--- src/rtl/axil_cmd_master_if.sv ---
// Command/response stream plus AXI4-Lite channels
// for the one-outstanding command master bridge.
interface axil_cmd_master_if #(
  parameter int ADDR_WIDTH = 32,
  parameter int DATA_WIDTH = 32
);
  logic                    CMD_VALID;
  logic                    CMD_READY;
  logic                    CMD_WRITE;
  logic [ADDR_WIDTH-1:0]   CMD_ADDR;
  logic [DATA_WIDTH-1:0]   CMD_WDATA;
  logic [DATA_WIDTH/8-1:0] CMD_WSTRB;

  logic                    RSP_VALID;
  logic                    RSP_READY;
  logic                    RSP_WRITE;
  logic [DATA_WIDTH-1:0]   RSP_RDATA;
  logic [1:0]              RSP_RESP;

  logic [ADDR_WIDTH-1:0]   AWADDR;
  logic                    AWVALID;
  logic                    AWREADY;
  logic [DATA_WIDTH-1:0]   WDATA;
  logic [DATA_WIDTH/8-1:0] WSTRB;
  logic                    WVALID;
  logic                    WREADY;
  logic [1:0]              BRESP;
  logic                    BVALID;
  logic                    BREADY;
  logic [ADDR_WIDTH-1:0]   ARADDR;
  logic                    ARVALID;
  logic                    ARREADY;
  logic [DATA_WIDTH-1:0]   RDATA;
  logic [1:0]              RRESP;
  logic                    RVALID;
  logic                    RREADY;

  modport master (
    input  CMD_VALID, CMD_WRITE, CMD_ADDR,
    input  CMD_WDATA, CMD_WSTRB,
    output CMD_READY,
    output RSP_VALID, RSP_WRITE, RSP_RDATA, RSP_RESP,
    input  RSP_READY,
    output AWADDR, AWVALID,
    input  AWREADY,
    output WDATA, WSTRB, WVALID,
    input  WREADY,
    input  BRESP, BVALID,
    output BREADY,
    output ARADDR, ARVALID,
    input  ARREADY,
    input  RDATA, RRESP, RVALID,
    output RREADY
  );

  modport slave (
    output CMD_VALID, CMD_WRITE, CMD_ADDR,
    output CMD_WDATA, CMD_WSTRB,
    input  CMD_READY,
    input  RSP_VALID, RSP_WRITE, RSP_RDATA, RSP_RESP,
    output RSP_READY,
    input  AWADDR, AWVALID,
    output AWREADY,
    input  WDATA, WSTRB, WVALID,
    output WREADY,
    output BRESP, BVALID,
    input  BREADY,
    input  ARADDR, ARVALID,
    output ARREADY,
    output RDATA, RRESP, RVALID,
    input  RREADY
  );
endinterface

--- src/rtl/axil_cmd_master.sv ---
// AXI4-Lite master: one command word in, one AXI read
// or write out, one response word back; counts completions.
module axil_cmd_master #(
  parameter int ADDR_WIDTH  = 32,
  parameter int DATA_WIDTH  = 32,
  parameter int COUNT_WIDTH = 16
) (
  input  logic                   ACLK,
  input  logic                   ARESETn,
  axil_cmd_master_if.master      bus,
  output logic [COUNT_WIDTH-1:0] WR_COUNT,
  output logic [COUNT_WIDTH-1:0] RD_COUNT
);

  typedef enum logic [2:0] {
    IDLE,
    WR,
    WB,
    RA,
    RD,
    RSP
  } state_t;

  state_t state;

  logic [ADDR_WIDTH-1:0]   addr_q;
  logic [DATA_WIDTH-1:0]   wdata_q;
  logic [DATA_WIDTH/8-1:0] strb_q;

  logic aw_fin;
  logic w_fin;

  // Address/data regs only load on command accept, so the
  // AXI payload is frozen for as long as any valid is up.
  assign bus.AWADDR = addr_q;
  assign bus.ARADDR = addr_q;
  assign bus.WDATA  = wdata_q;
  assign bus.WSTRB  = strb_q;

  // A channel is finished once its valid has dropped or
  // is handshaking on this edge.
  assign aw_fin = !bus.AWVALID || bus.AWREADY;
  assign w_fin  = !bus.WVALID  || bus.WREADY;

  always_ff @(posedge ACLK or negedge ARESETn) begin
    if (!ARESETn) begin
      state         <= IDLE;
      addr_q        <= '0;
      wdata_q       <= '0;
      strb_q        <= '0;
      bus.CMD_READY <= 1'b0;
      bus.RSP_VALID <= 1'b0;
      bus.RSP_WRITE <= 1'b0;
      bus.RSP_RDATA <= '0;
      bus.RSP_RESP  <= 2'b00;
      bus.AWVALID   <= 1'b0;
      bus.WVALID    <= 1'b0;
      bus.BREADY    <= 1'b0;
      bus.ARVALID   <= 1'b0;
      bus.RREADY    <= 1'b0;
      WR_COUNT      <= '0;
      RD_COUNT      <= '0;
    end else begin
      unique case (state)
        IDLE: begin
          if (bus.CMD_VALID && bus.CMD_READY) begin
            addr_q        <= bus.CMD_ADDR;
            wdata_q       <= bus.CMD_WDATA;
            strb_q        <= bus.CMD_WSTRB;
            bus.CMD_READY <= 1'b0;
            if (bus.CMD_WRITE) begin
              bus.AWVALID <= 1'b1;
              bus.WVALID  <= 1'b1;
              state       <= WR;
            end else begin
              bus.ARVALID <= 1'b1;
              state       <= RA;
            end
          end else begin
            bus.CMD_READY <= 1'b1;
          end
        end
        WR: begin
          if (bus.AWVALID && bus.AWREADY) begin
            bus.AWVALID <= 1'b0;
          end
          if (bus.WVALID && bus.WREADY) begin
            bus.WVALID <= 1'b0;
          end
          if (aw_fin && w_fin) begin
            bus.BREADY <= 1'b1;
            state      <= WB;
          end
        end
        WB: begin
          if (bus.BVALID && bus.BREADY) begin
            bus.BREADY    <= 1'b0;
            bus.RSP_RESP  <= bus.BRESP;
            bus.RSP_WRITE <= 1'b1;
            bus.RSP_RDATA <= '0;
            bus.RSP_VALID <= 1'b1;
            WR_COUNT      <= WR_COUNT + 1'b1;
            state         <= RSP;
          end
        end
        RA: begin
          if (bus.ARVALID && bus.ARREADY) begin
            bus.ARVALID <= 1'b0;
            bus.RREADY  <= 1'b1;
            state       <= RD;
          end
        end
        RD: begin
          if (bus.RVALID && bus.RREADY) begin
            bus.RREADY    <= 1'b0;
            bus.RSP_RESP  <= bus.RRESP;
            bus.RSP_WRITE <= 1'b0;
            bus.RSP_RDATA <= bus.RDATA;
            bus.RSP_VALID <= 1'b1;
            RD_COUNT      <= RD_COUNT + 1'b1;
            state         <= RSP;
          end
        end
        RSP: begin
          if (bus.RSP_READY) begin
            bus.RSP_VALID <= 1'b0;
            bus.CMD_READY <= 1'b1;
            state         <= IDLE;
          end
        end
        default: begin
          state <= IDLE;
        end
      endcase
    end
  end

endmodule

--- src/flat_wrapper.sv ---
// flat-port wrapper written by rule: the top's interface ports become plain ports
module axil_cmd_master_flat 
#(
  parameter int ADDR_WIDTH  = 32,
  parameter int DATA_WIDTH  = 32,
  parameter int COUNT_WIDTH = 16
)
  (ACLK, ARESETn, WR_COUNT, RD_COUNT, bus_CMD_VALID, bus_CMD_WRITE, bus_CMD_ADDR, bus_CMD_WDATA, bus_CMD_WSTRB, bus_CMD_READY, bus_RSP_VALID, bus_RSP_WRITE, bus_RSP_RDATA, bus_RSP_RESP, bus_RSP_READY, bus_AWADDR, bus_AWVALID, bus_AWREADY, bus_WDATA, bus_WSTRB, bus_WVALID, bus_WREADY, bus_BRESP, bus_BVALID, bus_BREADY, bus_ARADDR, bus_ARVALID, bus_ARREADY, bus_RDATA, bus_RRESP, bus_RVALID, bus_RREADY);
  axil_cmd_master_if #(.ADDR_WIDTH(ADDR_WIDTH), .DATA_WIDTH(DATA_WIDTH)) bus_i ();
  input  logic ACLK;
  input  logic ARESETn;
  output logic [COUNT_WIDTH-1:0] WR_COUNT;
  output logic [COUNT_WIDTH-1:0] RD_COUNT;
  input wire logic [$bits(bus_i.CMD_VALID)-1:0] bus_CMD_VALID;
  input wire logic [$bits(bus_i.CMD_WRITE)-1:0] bus_CMD_WRITE;
  input wire logic [$bits(bus_i.CMD_ADDR)-1:0] bus_CMD_ADDR;
  input wire logic [$bits(bus_i.CMD_WDATA)-1:0] bus_CMD_WDATA;
  input wire logic [$bits(bus_i.CMD_WSTRB)-1:0] bus_CMD_WSTRB;
  output wire logic [$bits(bus_i.CMD_READY)-1:0] bus_CMD_READY;
  output wire logic [$bits(bus_i.RSP_VALID)-1:0] bus_RSP_VALID;
  output wire logic [$bits(bus_i.RSP_WRITE)-1:0] bus_RSP_WRITE;
  output wire logic [$bits(bus_i.RSP_RDATA)-1:0] bus_RSP_RDATA;
  output wire logic [$bits(bus_i.RSP_RESP)-1:0] bus_RSP_RESP;
  input wire logic [$bits(bus_i.RSP_READY)-1:0] bus_RSP_READY;
  output wire logic [$bits(bus_i.AWADDR)-1:0] bus_AWADDR;
  output wire logic [$bits(bus_i.AWVALID)-1:0] bus_AWVALID;
  input wire logic [$bits(bus_i.AWREADY)-1:0] bus_AWREADY;
  output wire logic [$bits(bus_i.WDATA)-1:0] bus_WDATA;
  output wire logic [$bits(bus_i.WSTRB)-1:0] bus_WSTRB;
  output wire logic [$bits(bus_i.WVALID)-1:0] bus_WVALID;
  input wire logic [$bits(bus_i.WREADY)-1:0] bus_WREADY;
  input wire logic [$bits(bus_i.BRESP)-1:0] bus_BRESP;
  input wire logic [$bits(bus_i.BVALID)-1:0] bus_BVALID;
  output wire logic [$bits(bus_i.BREADY)-1:0] bus_BREADY;
  output wire logic [$bits(bus_i.ARADDR)-1:0] bus_ARADDR;
  output wire logic [$bits(bus_i.ARVALID)-1:0] bus_ARVALID;
  input wire logic [$bits(bus_i.ARREADY)-1:0] bus_ARREADY;
  input wire logic [$bits(bus_i.RDATA)-1:0] bus_RDATA;
  input wire logic [$bits(bus_i.RRESP)-1:0] bus_RRESP;
  input wire logic [$bits(bus_i.RVALID)-1:0] bus_RVALID;
  output wire logic [$bits(bus_i.RREADY)-1:0] bus_RREADY;
  assign bus_i.CMD_VALID = bus_CMD_VALID;
  assign bus_i.CMD_WRITE = bus_CMD_WRITE;
  assign bus_i.CMD_ADDR = bus_CMD_ADDR;
  assign bus_i.CMD_WDATA = bus_CMD_WDATA;
  assign bus_i.CMD_WSTRB = bus_CMD_WSTRB;
  assign bus_CMD_READY = bus_i.CMD_READY;
  assign bus_RSP_VALID = bus_i.RSP_VALID;
  assign bus_RSP_WRITE = bus_i.RSP_WRITE;
  assign bus_RSP_RDATA = bus_i.RSP_RDATA;
  assign bus_RSP_RESP = bus_i.RSP_RESP;
  assign bus_i.RSP_READY = bus_RSP_READY;
  assign bus_AWADDR = bus_i.AWADDR;
  assign bus_AWVALID = bus_i.AWVALID;
  assign bus_i.AWREADY = bus_AWREADY;
  assign bus_WDATA = bus_i.WDATA;
  assign bus_WSTRB = bus_i.WSTRB;
  assign bus_WVALID = bus_i.WVALID;
  assign bus_i.WREADY = bus_WREADY;
  assign bus_i.BRESP = bus_BRESP;
  assign bus_i.BVALID = bus_BVALID;
  assign bus_BREADY = bus_i.BREADY;
  assign bus_ARADDR = bus_i.ARADDR;
  assign bus_ARVALID = bus_i.ARVALID;
  assign bus_i.ARREADY = bus_ARREADY;
  assign bus_i.RDATA = bus_RDATA;
  assign bus_i.RRESP = bus_RRESP;
  assign bus_i.RVALID = bus_RVALID;
  assign bus_RREADY = bus_i.RREADY;
  axil_cmd_master #(.ADDR_WIDTH(ADDR_WIDTH), .DATA_WIDTH(DATA_WIDTH), .COUNT_WIDTH(COUNT_WIDTH)) u_core (.ACLK(ACLK), .ARESETn(ARESETn), .bus(bus_i), .WR_COUNT(WR_COUNT), .RD_COUNT(RD_COUNT));
endmodule
--- config.mk ---
export PLATFORM = sky130hd
export DESIGN_NAME = axil_cmd_master_flat
export DESIGN_NICKNAME = d
export VERILOG_FILES = /design/src/rtl/axil_cmd_master_if.sv /design/src/rtl/axil_cmd_master.sv /design/src/flat_wrapper.sv
export SDC_FILE = /design/constraint.sdc
export NUM_CORES = 1
export LEC_CHECK = 0
export BUFFER_PORTS_ARGS = -buffer_cell sky130_fd_sc_hd__buf_4
export CAP_MARGIN = 20
export CORE_UTILIZATION = 30
export DETAILED_ROUTE_END_ITERATION = 8
export PLACE_DENSITY = 0.62
export RECOVER_POWER = 100
export SLEW_MARGIN = 10
export SYNTH_ARGS = -nofsm -noshare
export SYNTH_HDL_FRONTEND = slang
export SYNTH_SLANG_ARGS = --single-unit
--- constraint.sdc ---
create_clock -name ACLK -period 2.21 [get_ports ACLK]
set_input_delay 0.1105 -clock ACLK [delete_from_list [all_inputs] [get_ports ACLK]]
set_output_delay 0.1105 -clock ACLK [all_outputs]
set_load 0.05 [all_outputs]
==> flow_summary.yaml, run 1 <==
timing:
  fin_crit_ns: 1.91
  rsz0062_at_grt: "false"
  fin_ws_ns: 0.295
  timing.fmax_mhz: 522
  tightestPinTransition_ns: 1.51
  finClkSkew_ns: 0.0106
  setup_viol: 0
  slew_viol_final: 61
  slew_headroom: -0.00622
  fin_crit_sh: 0.866
  finalHoldViolCount: 0
  finalSetupTns_ns: 0
cells_and_area:
  drive_gt1_frac: 0.197
  nFillCells: 1928
  ff_latch_area_um2: 3630
  syn2layout_area_growth_pct: 55.7
  multi_input_area_um2: 1980
  diodes: 0
  final_core_util: 0.477
  final_nets: 935
synthesis:
  ys_warn_count: 0
  synth-async-reset-ratio: 1.00
  synth_edf_count: 0
  synth_seq_cells: 145
  synth.net_count: 552
  synth_ff_type: "dfrtp_1"
  syn_inst: 436
  synth.top_cells.by_count: "dfrtp_1 (145), mux2_1 (71), a22o_1 (35), buf_4 (33), nand2_1 (22)"
  post-synth-top-area-cell: "dfrtp_1"
  yosysMostFrequentCell: "dfrtp_1"
  syn_area_um2: 5980
  seq_area_frac_synth: 0.607
  avgSynthCellArea_um2: 13.7
  synth_cell_type_count: 38
  yosysTopAreaCellShare: 0.607
  yosys-top-cells-area: "dfrtp_1 (61%), mux2_1 (13%), a22o_1 (5.1%), buf_4 (4.1%), xnor2_1 (2.9%)"
floorplan:
  fp.dieW_um: 143
  fp.dieArea_um2: 20500
  fp.dieH_um: 143
  fp-row-count: 51
  io_pins: 288
  start_util: 0.306
  core-area_um2: 19500
pwr:
  power.total_w: 0.00623
  p_per_area_nw_per_um2: 669
  vdd_ir_drop_max_mv: 0.479
  power_leakage_nw: 4.51
placed_design:
  dp_hpwl_mm: 11.7
  gp_congestion: 0.750
  dp_slack_ns: 0.372
  io_buffers: 287
clock_network:
  clk_latency_ns: 0.42
  numCtsBuffers: 17
  cts_setup_buffers: 0
  clock_sinks: 145
  cts_hold_buf: 106
  clockBufferDepth: 2
  cts_root_buf: "clkbuf_16"
  clkTransAtPathRegs_ns: 0.06
  cts_tree: "built"
  cts_resized: 0
  h-tree-depth: 4
run_status:
  violations: "max-capacitance violations, max-slew violations"
  status: "complete, but fails checks"
critical_path:
  required_ns: 2.50
  cp-end-kind: "register"
  crit_buf_inv: 1
  critical_path.top_delay_family: "simple AND/OR/NAND/NOR gates"
  path_max_fanout: 11
  crit_type: "register to register"
  critPathLaunchType: "register"
  worstPathArrival_ns: 2.21
  path_cells: "nor3_1 -> nor2b_4 -> clkbuf_1 -> mux2_1"
  slowest_delay_ns: 0.47
  cp_slowest_cell: "nor2b_4"
grt:
  gr-total-overflow: 0
  grt_usage: 0.164
  grt_max_degree: 62
  first_global_vias: 5098
  grt_pass1_wl_mm: 26.0
  grt_antenna_before_repair: 0
drt:
  drc: 0
  routed_via_density: 4.46
  drt_wl_total_mm: 17.1
  ant_nets: 0
  wire_per_inst_um: 15.6
  drt_iter0_drc: 152
  vias: 4894
  dr.pass1.iters: 4
min_path:
  hp-class: "input port to register"
flow_run:
  maxCapViolations: 1
-- flip-flops by register name, summed over array words and instances (netlist names) --
register              flops
u_core.WR_COUNT          16
u_core.bus.ARADDR        32
u_core.state              3
u_core.bus.RSP_VALID      1
u_core.bus.AWVALID        1
u_core.bus.RSP_WRITE      1
u_core.bus.WSTRB          4
u_core.bus.RSP_RESP       2
u_core.bus.RSP_RDATA     32
u_core.bus.WVALID         1
u_core.bus.ARVALID        1
u_core.bus.CMD_READY      1
u_core.bus.WDATA         32
u_core.RD_COUNT          16
u_core.bus.RREADY         1
u_core.bus.BREADY         1
-- worst register-to-register path: cells and delay by family (launching register included) --
kind                   cells  cell delay (ns)
buffers and inverters      1             0.32
muxes                      1             0.37
DFF                        1             0.38
and+or+nand+nor            2             0.74
-- layer usage --
| metal | GRT usage | share of wire | wire length (µm) | up-vias |
|---|---|---|---|---|
| met4 | 0.0464 | 0.012 | 208 | 0 |
| met3 | 0.0553 | 0.081 | 1380 | 17 |
| met1 | 0.188 | 0.40 | 6880 | 2390 |
| met2 | 0.290 | 0.50 | 8600 | 205 |
| li1 | - | - | - | 2282 |
| met5 | 0 | 0 | 0 | - |
-- final timing paths --
kind	startpoint	endpoint	slack, ns	cells past startpoint
worst max register to register	u_core.state[1]	u_core.bus.ARADDR[12]	0.30	4
max in group asynchronous	ARESETn	u_core.WR_COUNT[8]	0.44	3
min in group asynchronous	ARESETn	u_core.bus.ARADDR[21]	0.61	2
worst min register to register	u_core.bus.WDATA[21]	u_core.bus.WDATA[21]	0.48	1
worst max-delay path	u_core.state[1]	u_core.bus.ARADDR[12]	0.30	4
worst min-delay path	bus_RRESP[0]	u_core.bus.RSP_RESP[0]	0.04	3
-- per-stage QoR --
stage / instance area, µm² / cells / hold WS [ns]
CTS: 10100 / 1097 / 0.0277
detailed placement: 8330 / 959 / 0.123
global route: 9310 / 1097 / 0.0351
global placement: 8330 / 959 / 0.110
finish: 9310 / 1097 / 0.0409
floorplan: 5980 / 436 / -0.185
-- kinds of logic (layout without fill, tap and decap cells) --
family,count (synthesis),count (layout),share of synthesized area
buf+inv,58,454,0.0607
mux,77,77,0.145
flops,145,145,0.607
fa+ha+maj,2,2,0.00419
xor+xnor,31,31,0.0454
compound gates,51,51,0.0693
simple gates,72,72,0.0684
-- report_power, final --
part	leakage [nW]	switching (W)	internal [W]
clock network	0.310	0.00117	0.00203
logic	2.19	0.000122	0.000253
registers	2.01	0	0.00265
-- cells in the final DEF (no fill, tap or decap), types with 7 or more instances in the layout --
master,n
nand3_1,10
xor2_1,11
nand4_1,7
dfrtp_1,145
xnor2_1,20
clkbuf_16,17
dlygate4sd3_1,106
a22o_1,35
nand2_1,22
mux2_1,71
clkbuf_1,187
buf_4,117
-- final cells by class --
type,count,share of cell area
Sequential cell,145,0.390
Clock buffer,18,0.0461
Multi-Input combinational cell,233,0.212
Inverter,6,0.00242
Tap cell,265,0.0356
Timing Repair Buffer,416,0.289
Clock inverter,14,0.0245
(Power assumes the default switching activity.)
==> run 2: changes to the inputs <==
- CORE_ASPECT_RATIO: unset -> 0.7
- GPL_ROUTABILITY_DRIVEN: unset -> 0
==> run 2 against run 1 <==
Clock skew fell by 0.0014 ns. Combinational power barely moved. Sequential share of layout area rose by 0.31 points. Global-route usage rose by 0.31 points. Critical path depth did not move. Utilization rose by 0.47 points. The run now ends clean. Clock-buffer cell count rose by 1. Die area barely moved. Critical path type unchanged. Hold slack got worse by 0.018 ns. Largest cell class unchanged. First-iteration DRC count rose by 18%. Cell area fell by 0.79%. Register-to-register slack got worse by 0.08 ns. Critical endpoint is now u_core.bus.ARADDR[20].
==> flow_summary.yaml, run 2 (synthesis results as in run 1) <==
drt:
  dr.pass1.iters: 4
  wire_per_inst_um: 15.8
  drt_iter0_drc: 179
  drc: 0
  drt_wl_total_mm: 17.1
  vias: 4851
  routed_via_density: 4.48
  ant_nets: 0
cells_and_area:
  drive_gt1_frac: 0.198
  diodes: 0
  final_nets: 921
  syn2layout_area_growth_pct: 54.5
  final_cell_mix: "clkbuf_1 (178), dfrtp_1 (145), buf_4 (114), dlygate4sd3_1 (105), mux2_1 (71)"
  final_common_cell: "clkbuf_1"
floorplan:
  io_pins: 288
  fp.dieW_um: 171
  fp.dieArea_um2: 20500
  start_util: 0.312
  fp.dieH_um: 120
  fp-row-count: 42
  core-area_um2: 19200
critical_path:
  crit_type: "register to register"
  worstPathArrival_ns: 2.28
  path_max_fanout: 27
  reg2reg_slack_ns: 0.21
  timing.rr.end: "u_core.bus.ARADDR[20]"
  worstReg2RegStart: "u_core.state[1]"
  reg2reg_depth: 4
  cp-end-kind: "register"
  required_ns: 2.49
  critPathLaunchType: "register"
clock_network:
  cts_resized: 0
  clock_sinks: 145
  numCtsBuffers: 17
  cts_tree: "built"
  clk_latency_ns: 0.41
  cts_root_buf: "clkbuf_16"
  clkTransAtPathRegs_ns: 0.06
  h-tree-depth: 4
  clockBufferDepth: 2
grt:
  grt_antenna_before_repair: 0
  first_global_vias: 5117
  grt_max_degree: 54
  grt_usage: 0.167
  grt_pass1_wl_mm: 26.6
  gr-total-overflow: 0
timing:
  setup_viol: 0
  finalSetupTns_ns: 0
  finClkSkew_ns: 0.00922
  fin_crit_sh: 0.904
  worst_hold_slack_ns: 0.0224
  finalHoldViolCount: 0
  slew_viol_final: 0
  tightestPinTransition_ns: 1.46
  slew_headroom: 0.0275
  fin_crit_ns: 2.00
  rsz0062_at_grt: "false"
  timing.fmax_mhz: 500
min_path:
  hold_end: "u_core.bus.RREADY"
  hold-path-cell-count: 3
  hp-class: "input port to register"
  min_from: "bus_ARREADY"
pwr:
  p_per_area_nw_per_um2: 659
  vdd_ir_drop_max_mv: 0.319
  power_leakage_nw: 4.47
flow_run:
  maxCapViolations: 0
placed_design:
  dp_hpwl_mm: 11.4
  io_buffers: 287
run_status:
  status: "finished clean"
run 2: cell types whose count changed in the layout (fill, tap and decap cells not counted), sizes merged:
cell         previous run  this run
inv                    10         7
clkbuf                209       199
buf                   119       117
clkinvlp                3         2
bufinv                  5         4
clkinv                  2         6
dlygate4sd3           106       105
run 2: worst max-delay path by stage:
| stage | from | end | slack, ns | depth (start not counted) |
|---|---|---|---|---|
| 2_1_floorplan | u_core.bus.RREADY | u_core.bus.RSP_RDATA[0] | 0.34 | 5 |
| 3_3_place_gp | u_core.state[1] | u_core.bus.ARADDR[16] | 0.36 | 4 |
| 3_5_place_dp | u_core.state[0] | u_core.bus.RSP_RDATA[25] | 0.32 | 5 |
| 4_1_cts | u_core.state[1] | u_core.bus.ARADDR[20] | 0.29 | 4 |
| 5_1_grt | u_core.state[0] | u_core.bus.RSP_RDATA[25] | 0.08 | 5 |
| 6_report | u_core.state[1] | u_core.bus.ARADDR[20] | 0.21 | 4 |
run 2: routing by layer:
| metal | global-route usage | part of all wire | vias to the layer above |
|---|---|---|---|
| li1 | - | - | 2248 |
| met1 | 0.203 | 0.43 | 2388 |
| met2 | 0.287 | 0.50 | 185 |
| met3 | 0.0425 | 0.059 | 30 |
| met4 | 0.0614 | 0.020 | 0 |
| met5 | 0 | 0 | - |
run 2: per-stage QoR:
stage                     utilization  instance area [µm²]  total power [W]  worst slack, ns  std cells
final                           0.482                 9240          0.00609            0.212       1082
after global placement          0.430                 8250          0.00293            0.359        945
after CTS                       0.517                 9930          0.00617            0.291       1082
after floorplan                     -                 5980          0.00271            0.340        436
after global routing            0.482                 9240          0.00632           0.0756       1082
after detailed placement        0.430                 8250          0.00293            0.317        945
run 2: power breakdown:
group          total (W)  leakage, nW  switching (W)  internal, W
combinational   0.000377         2.16       0.000125     0.000253
clock            0.00305        0.303        0.00113      0.00192
sequential       0.00266         2.01              0      0.00266
total            0.00609         4.47        0.00126      0.00483
run 2: timing repair:
action | in CTS | in global routing
endpoints found under the hold margin | 152 | 0
setup buffers | 0 | 0
hold buffers | 105 | 0
run 2: critical path, cell delays in order, from the launching register on:
cell and delay, ns:
dfrtp_1 0.53, nor3_1 0.28, nor2b_1 0.29, buf_4 0.38, mux2_1 0.37
run 2: cell type report:
type                            count  area, µm²
Fill cell                        1819       9940
Sequential cell                   145       3630
Timing Repair Buffer              402       2640
Multi-Input combinational cell    233       1990
Clock buffer                       19        443
Tap cell                          264        330
Clock inverter                     13        185
Inverter                            6       22.5
==> run 3: changes to the inputs <==
--- a/config.mk
+++ b/config.mk
@@ -10,2 +10,3 @@
 export CORE_ASPECT_RATIO = 0.7
+export CORE_MARGIN = 5
 export CORE_UTILIZATION = 30
--- a/constraint.sdc
+++ b/constraint.sdc
@@ -3,2 +3,2 @@
 set_output_delay 0.1105 -clock ACLK [all_outputs]
-set_load 0.05 [all_outputs]
+set_load 0.005 [all_outputs]
==> run 3 against run 2 <==
Total power is 0.88% lower. Non-clock buffer count is 1 higher. First-iteration DRC count is 4.5% higher. Register-to-register slack hardly changed. Clock skew is 0.0019 ns lower. Sequential power hardly changed. Clock power is 2% lower. Maximum frequency is 0.25% higher. Worst setup slack better by 0.0050 ns. Hold slack better by 0.0094 ns. Die area is 12% higher. Critical path depth is 1 higher. Critical endpoint is now u_core.bus.RSP_RDATA[5]. Largest cell class unchanged.
==> flow_summary.yaml, run 3 (synthesis results as in run 1) <==
min_path:
  hold_end: "u_core.bus.AWVALID"
  min_from: "bus_AWREADY"
  hold-path-cell-count: 3
  hp-class: "input port to register"
clock_network:
  clkTransAtPathRegs_ns: 0.06
  cts_root_buf: "clkbuf_16"
  cts_tree: "built"
  clockBufferDepth: 2
  clock_sinks: 145
  cts_setup_buffers: 0
  h-tree-depth: 4
  numCtsBuffers: 17
  clk_latency_ns: 0.42
cells_and_area:
  syn2layout_area_growth_pct: 62.7
  drive_gt1_frac: 0.366
  final_common_cell: "dfrtp_1"
  final_core_util: 0.494
  diodes: 0
  final_cell_mix: "dfrtp_1 (145), clkbuf_4 (132), buf_4 (114), dlygate4sd3_1 (104), mux2_1 (71)"
  final_nets: 922
  design_area_um2: 9730
critical_path:
  cp-end-kind: "register"
  critical_path.top_delay_family: "flip-flops"
  slowest_delay_ns: 0.62
  path_cells: "inv_1 -> a32oi_1 -> nand3_2 -> buf_2 -> a22o_1"
  worstReg2RegStart: "u_core.state[0]"
  reg2reg_depth: 5
  worstPathArrival_ns: 2.29
  crit_type: "register to register"
  critPathLaunchType: "register"
  path_max_fanout: 16
  reg2reg_slack_ns: 0.22
  cp_slowest_cell: "dfrtp_1"
  required_ns: 2.51
  crit_buf_inv: 2
  timing.rr.end: "u_core.bus.RSP_RDATA[5]"
floorplan:
  fp.dieArea_um2: 22900
  fp-row-count: 43
  fp.dieH_um: 128
  fp.dieW_um: 179
  start_util: 0.304
  io_pins: 288
  core-area_um2: 19700
timing:
  fin_crit_sh: 0.902
  finalSetupTns_ns: 0
  fin_ws_ns: 0.217
  setup_viol: 0
  slew_viol_final: 0
  finalHoldViolCount: 0
  finClkSkew_ns: 0.00731
  tightestPinTransition_ns: 1.36
  fin_crit_ns: 1.99
  timing.fmax_mhz: 502
  slew_headroom: 0.0906
  rsz0062_at_grt: "false"
pwr:
  p_per_area_nw_per_um2: 620
  vdd_ir_drop_max_mv: 0.346
  power_leakage_nw: 4.96
  power.total_w: 0.00603
placed_design:
  detailed_place.area_um2: 8270
  dp_slack_ns: 0.247
  dp_hpwl_mm: 12.7
  io_buffers: 287
grt:
  grt_usage: 0.159
  gr-total-overflow: 0
  first_global_vias: 5276
  grt_pass1_wl_mm: 28.6
  grt_max_degree: 57
  grt_antenna_before_repair: 0
drt:
  ant_nets: 0
  drc: 0
  dr.pass1.iters: 4
  drt_wl_total_mm: 18.0
  vias: 4815
  routed_via_density: 4.42
  wire_per_inst_um: 16.6
  drt_iter0_drc: 187
flow_run:
  maxCapViolations: 0
run_status:
  status: "finished clean"
==> run 3: cell count changes in the layout (fill, tap and decap cells not counted), moves of 4 or more <==
cell      change
clkbuf_2      +4
clkbuf_1    -135
inv_6         +4
clkbuf_4    +131
==> run 3: cell type report <==
type                       instances  area, µm²
clock buffer                      18        439
tap                              270        338
sequential                       145       3630
multi-input combinational        233       1990
clock inverter                    14        176
fill                            1761       9970
inverter                           6       22.5
timing repair buffer             403       3130
==> run 3: layer usage <==
metal	track usage	vias up	wire, µm	share of wire
li1	-	2255	-	-
met1	0.188	2361	7200	0.40
met2	0.278	181	9060	0.50
met3	0.0563	18	1580	0.088
met4	0.0383	0	206	0.011
met5	0	-	0	0
==> run 3: timing repair <==
action                                  CTS  global route
endpoints found under the hold margin   155             0
resized for setup                         0             0
hold buffers                            104             0
endpoints found under the setup margin    0             0
==> run 3: metrics by stage <==
stage	hold slack [ns]	std cells
floorplan	-0.185	436
global placement	0.100	953
detailed placement	0.104	953
CTS	0.0130	1089
global route	0.0267	1089
finish	0.0318	1089
==> run 3: power by group <==
group	internal (W)	leakage (nW)	switching [W]
Clock	0.00182	0.298	0.00118
Sequential	0.00265	2.01	0
Combinational	0.000251	2.66	0.000123
Total	0.00473	4.96	0.00130
==> run 3: how the worst max path moves through the flow <==
stage | from | to | slack (ns) | depth (start not counted)
detailed placement | u_core.state[0] | u_core.bus.RSP_RDATA[26] | 0.25 | 5
global route | u_core.state[0] | u_core.bus.RSP_RDATA[26] | 0.02 | 5
global placement | u_core.state[1] | u_core.bus.RSP_RDATA[1] | 0.34 | 5
floorplan | u_core.state[1] | u_core.bus.RSP_RESP[0] | 0.64 | 4
finish | u_core.state[0] | u_core.bus.RSP_RDATA[5] | 0.22 | 5
CTS | u_core.state[0] | u_core.bus.RSP_RDATA[26] | 0.24 | 5
==> run 3: worst reg2reg max path: cells and delay by family, from the launching register on <==
kind | cells | cell delay, ns
and+or+nand+nor | 1 | 0.27
DFF | 1 | 0.62
buffers and inverters | 2 | 0.47
AOI/OAI and AO/OA | 2 | 0.52
